### config.mk
export PLATFORM = sky130hd
export DESIGN_NAME = ipsxb_seu_uart_rx_word
export DESIGN_NICKNAME = d
export VERILOG_FILES = /design/src/rtl/ipsxb_seu_uart_rx_word.sv
export SDC_FILE = /design/constraint.sdc
export NUM_CORES = 1
export LEC_CHECK = 0
export ABC_AREA = 1
export CAP_MARGIN = 20
export CORE_ASPECT_RATIO = 1.5
export CORE_UTILIZATION = 35
export DETAILED_ROUTE_END_ITERATION = 16
export DONT_BUFFER_PORTS = 1
export PLACE_DENSITY = 0.55
export SLEW_MARGIN = 20
export SYNTH_ARGS = -nofsm -noshare
export SYNTH_HDL_FRONTEND = slang
export SYNTH_SLANG_ARGS = --single-unit
### constraint.sdc
create_clock -name clk -period 4.85 [get_ports clk]
set_input_delay 0.97 -clock clk [delete_from_list [all_inputs] [get_ports clk]]
set_output_delay 0.97 -clock clk [all_outputs]
set_load 0.05 [all_outputs]
### src/rtl/ipsxb_seu_uart_rx_word.sv
// rtl/ipsxb_seu_uart_rx_word.sv - 8N1 UART receiver packing four bytes into a 32-bit word (optional IPSXB_UART_RX_TIMEOUT_EN)
module ipsxb_seu_uart_rx_word #(
  parameter int OVERSAMPLE   = 16,
  parameter int TIMEOUT_BITS = 40
) (
  input  logic        clk,
  input  logic        rst_n,
  input  logic        clk_en,
  input  logic        rxd_in,
  output logic [31:0] rx_word_data,
  output logic        rx_word_valid,
  input  logic        rx_word_ack,
  output logic        frame_err,
  output logic        overrun,
  input  logic        overrun_clr
);

  localparam int CW = $clog2(OVERSAMPLE);
  localparam logic [CW-1:0] CNT_FULL = CW'(OVERSAMPLE - 1);
  localparam logic [CW-1:0] CNT_HALF = CW'(OVERSAMPLE / 2 - 1);

  if ((OVERSAMPLE % 2) != 0 || OVERSAMPLE < 8 || OVERSAMPLE > 64 || TIMEOUT_BITS < 1) begin : g_bad_param
    $error("ipsxb_seu_uart_rx_word: illegal OVERSAMPLE or TIMEOUT_BITS");
  end

  typedef enum logic [1:0] {S_IDLE, S_START, S_DATA, S_STOP} state_t;

  state_t        state, state_nxt;
  logic          rxd_s1, rxd_s2, rxd_q;
  logic [CW-1:0] cnt;
  logic [2:0]    bit_idx;
  logic [7:0]    shift;
  logic [1:0]    byte_idx;
  logic [23:0]   word_buf;
  logic          data_smp, stop_ok, stop_bad, word_done, timeout_hit;

  // Two-flop synchronizer plus one delay stage for falling-edge detection; idle level is high
  always_ff @(posedge clk or negedge rst_n) begin
    if (!rst_n) begin
      rxd_s1 <= 1'b1;
      rxd_s2 <= 1'b1;
      rxd_q  <= 1'b1;
    end else begin
      rxd_s1 <= rxd_in;
      rxd_s2 <= rxd_s1;
      rxd_q  <= rxd_s2;
    end
  end

  // Bit FSM state register
  always_ff @(posedge clk or negedge rst_n) begin
    if (!rst_n) state <= S_IDLE;
    else        state <= state_nxt;
  end

  // Bit FSM next state and sampling strobes
  always_comb begin
    state_nxt = state;
    data_smp  = 1'b0;
    stop_ok   = 1'b0;
    stop_bad  = 1'b0;
    case (state)
      S_IDLE:  if (rxd_q && !rxd_s2) state_nxt = S_START;
      S_START: if (clk_en && cnt == CNT_HALF) state_nxt = rxd_s2 ? S_IDLE : S_DATA;
      S_DATA:  if (clk_en && cnt == CNT_FULL) begin
                 data_smp = 1'b1;
                 if (bit_idx == 3'd7) state_nxt = S_STOP;
               end
      S_STOP:  if (clk_en && cnt == CNT_FULL) begin
                 state_nxt = S_IDLE;
                 stop_ok   = rxd_s2;
                 stop_bad  = !rxd_s2;
               end
      default: state_nxt = S_IDLE;
    endcase
  end

  assign word_done = stop_ok && (byte_idx == 2'd3);

  // Strobe counter restarts on every state change so each phase measures from its own start
  always_ff @(posedge clk or negedge rst_n) begin
    if (!rst_n)                cnt <= '0;
    else if (state == S_IDLE)  cnt <= '0;
    else if (clk_en)           cnt <= (state_nxt != state || cnt == CNT_FULL) ? '0 : cnt + 1'b1;
  end

  // Data bit counter and LSB-first shift register
  always_ff @(posedge clk or negedge rst_n) begin
    if (!rst_n) begin
      bit_idx <= '0;
      shift   <= '0;
    end else begin
      if (state == S_START)  bit_idx <= '0;
      else if (data_smp)     bit_idx <= bit_idx + 3'd1;
      if (data_smp)          shift   <= {rxd_s2, shift[7:1]};
    end
  end

`ifdef IPSXB_UART_RX_TIMEOUT_EN
  localparam int TW = $clog2(TIMEOUT_BITS * OVERSAMPLE + 1);
  localparam logic [TW-1:0] TO_LAST = TW'(TIMEOUT_BITS * OVERSAMPLE - 1);
  logic [TW-1:0] idle_cnt;

  assign timeout_hit = (state == S_IDLE) && (byte_idx != 2'd0) && clk_en && (idle_cnt == TO_LAST);

  // Idle strobe counter, armed only while a partial word is pending
  always_ff @(posedge clk or negedge rst_n) begin
    if (!rst_n)                                                  idle_cnt <= '0;
    else if (state != S_IDLE || byte_idx == 2'd0 || timeout_hit) idle_cnt <= '0;
    else if (clk_en)                                             idle_cnt <= idle_cnt + 1'b1;
  end
`else
  assign timeout_hit = 1'b0;
`endif

  // Byte index and partial word; a bad stop bit or idle timeout throws the partial word away
  always_ff @(posedge clk or negedge rst_n) begin
    if (!rst_n) begin
      byte_idx <= '0;
      word_buf <= '0;
    end else if (stop_bad || timeout_hit) begin
      byte_idx <= '0;
    end else if (stop_ok) begin
      byte_idx <= byte_idx + 2'd1;
      case (byte_idx)
        2'd0:    word_buf[7:0]   <= shift;
        2'd1:    word_buf[15:8]  <= shift;
        2'd2:    word_buf[23:16] <= shift;
        default: ;
      endcase
    end
  end

  // Word handoff: a completed word loads only into a free or just-acknowledged holding register
  always_ff @(posedge clk or negedge rst_n) begin
    if (!rst_n) begin
      rx_word_data  <= '0;
      rx_word_valid <= 1'b0;
    end else if (word_done && (!rx_word_valid || rx_word_ack)) begin
      rx_word_data  <= {shift, word_buf};
      rx_word_valid <= 1'b1;
    end else if (rx_word_valid && rx_word_ack) begin
      rx_word_valid <= 1'b0;
    end
  end

  // Status: frame error pulse and sticky overrun (a same-cycle set wins over clear)
  always_ff @(posedge clk or negedge rst_n) begin
    if (!rst_n) begin
      frame_err <= 1'b0;
      overrun   <= 1'b0;
    end else begin
      frame_err <= stop_bad;
      if (word_done && rx_word_valid && !rx_word_ack) overrun <= 1'b1;
      else if (overrun_clr)                           overrun <= 1'b0;
    end
  end

endmodule
==> metrics.md <==
| Metric | Value |
|---|---|
| Hold-fix buffers, CTS | 0 |
| Core Area | 8930 um2 |
| R2R depth | 8 |
| Root Buffer | clkbuf_16 |
| Max Cap Viol | 0 |
| PD cells | 407 nW/um2 |
| Sequential fraction of the synthesis area | 62.6% |
| HPWL Detailed | 3860 um |
| CTS HTree Levels | 3 |
| Skew-Pair Late Insertion Delay | 0.34 ns |
| Period utilization | 43.8% |
| Total Wirelength | between 5000 and 6000 um |
| Global-route wire length before repair | 9900 um |
| Post-route ant nets | 0 |
| Achievable Freq | 471 MHz |
| Commonest non-fill, non-tap cell in the layout | nand2_1 |
| Reg2reg start | cnt[0] |
| Slew of the pin with the lowest slew margin | 0.650 ns |
| Setup tns final | 0 ns |
| All-Layer GR Usage | 13.8% |
| FF-to-FF End | rx_word_data[31] |
| RSZ-0062 raised after global routing | no |
| Die width | 80.6 um |
| FP Rows | 42 |
| Post-Syn Instances | 340 |
| Avg Cell Area, Syn | about 9.5 um2 |
| CTS tree | yes |
| Most frequent cells in the layout | 88 x nand2_1, 78 x dfrtp_1, 49 x inv_1 |
| #FFs+latches synth | 81 |
| CTS sink cnt | slightly above 80 |
| Final Hold Viols | 0 |
| Warnings from Yosys | 0 |
| I/O pin total | 41 |
| Hold WC Path Type | in2async |
| Syn Nets | 353 |
| PnR Total Power | 0.00149 W |
| Antenna cells | 0 |
| Crit end category | register |
| Layout net count | 354 |
| WS Path Type | in2reg |
| Critical Path Source Type | primary input |
| Vias per inst | 4.69 |
| Die Y | between 100 and 150 um |
| Clock skew | 0.00646 ns |
| Initial DRC Count | 80 |
| Worst-path maximum fanout | 64 |
| Data required, critical path | 5.04 ns |
| Max-slew violations | 0 |
| CTS Buf Count | 9 |
| Synth unique cells | 24 |
| Arr. time, crit path | ~2.3 ns |
| Drt drc | 0 |
| P_leak | 1.65 nW |
| Post-route minimum period | 2.13 ns |
| Finished Cell Area | 3650 um2 |
| Vias in the first global route | about 2100 |
| Critical path launch point | clk_en |
| Detailed Routing Iterations Pass 1 | 4 |
| Place WS | 2.35 ns |
| Critical Path End | rx_word_data[31] |
| Final setup viols | 0 |
| Initial core utilization | 36.3% |
| Fraction of layout cells with a size suffix above 1 | 7.51% |
| Die Footprint | 9670 um2 |
| DP Area | 3330 um2 |
| Flop-to-flop setup slack | 2.72 ns |
| Routability Congestion | around 0.84 |
| Layout area overhead | 12.5% |
| Largest net degree at the start of global routing | 82 |
| GR Overflow Total | 0 |
| Final worst slack | between 2 and 3 ns |
| Port Buffer Count | 0 |
| Post-CTS resize count | 0 |
| Via count | 2137 |
| Post-CTS Setup Bufs | 0 |
| Reg clk slew, reported paths | 0.06 ns |
| Clock Path Buffers | 2 |
| Synthesized area | 3250 um2 |
| DR WL/cell | 12.8 um |
| Outcome | complete, no violations |
| Maximum vdd drop | 265 uV |
| Initial antenna violation count | 0 |
| Max_slew headroom | around 57% |
==> metal layers <==
layer / routed length (um) / track usage (%)
met1: 2570 / 14.8
met2: 2890 / 24.0
met3: 204 / 2.97
met4: 178 / 8.71
met5: 0 / 0
==> synth_stat cells, drive strengths merged <==
master	count	share of area (%)
o22ai	1	0.19
clkbuf	1	0.12
a32o	2	0.62
o21ai	68	10
a31oi	2	0.39
ha	7	2.7
o31ai	1	0.23
inv	50	5.8
dfstp	3	2.4
a21oi	1	0.15
nand2	91	11
nand3	9	1.8
nor3b	1	0.23
buf	9	1.4
o211ai	1	0.23
nand4	1	0.19
nor2	14	2.2
dfrtp	78	60
==> sequential cells by signal, indices dropped and copies added, names as in the netlist, 2 cells and up <==
name,count
shift,8
bit_idx,3
state,2
byte_idx,2
rx_word_data,32
cnt,4
word_buf,24
==> how the worst min path moves through the flow <==
| stage | end | slack, ns | depth (start not counted) |
|---|---|---|---|
| global route | rx_word_data[9] | 0.32 | 0 |
| global placement | rxd_s2 | 0.35 | 0 |
| CTS | rx_word_data[2] | 0.32 | 0 |
| finish | word_buf[8] | 0.33 | 0 |
| detailed placement | rxd_s2 | 0.35 | 0 |
| floorplan | rxd_s2 | 0.35 | 0 |
==> kinds of logic (layout without fill, tap and decap cells) <==
logic type | after synthesis | in the layout | synth area share [%]
AO/OA/AOI/OAI | 76 | 76 | 12.3
adder cells (fa/ha/maj) | 7 | 7 | 2.70
buffers and inverters | 60 | 66 | 7.29
AND/OR/NAND/NOR | 116 | 116 | 15.2
flip-flops | 81 | 81 | 62.6
==> worst max-delay path, cell delays in order <==
cell     delay, ns
nand4_1       0.13
nor2_2        0.17
inv_2         0.08
nor2_8        0.15
nand3_4       0.50
nand2_1       0.20
o21ai_1       0.09
==> per-stage QoR <==
| step | utilization [%] | hold slack (ns) | cells |
|---|---|---|---|
| 2_1_floorplan | - | 0.345 | 340 |
| 3_3_place_gp | 37.3 | 0.346 | 440 |
| 3_5_place_dp | 37.3 | 0.349 | 440 |
| 4_1_cts | 40.9 | 0.317 | 456 |
| 5_1_grt | 40.9 | 0.318 | 456 |
| 6_report | 40.9 | 0.326 | 456 |
==> final cells by class <==
cell class,instances,area (um2)
fill,896,5280
sequential,81,2030
multi-input combinational,199,978
clock buffer,11,253
inverter,50,188
tap,110,138
clock inverter,5,62.6
==> power by group <==
group	total [W]	internal [W]	leakage (nW)	switching, W
sequential	0.000715	0.000694	1.10	0.0000208
combinational	0.0000708	0.0000260	0.394	0.0000449
clock	0.000700	0.000429	0.148	0.000270
total	0.00149	0.00115	1.65	0.000336
No activity file was read; power rests on OpenSTA's default activity.
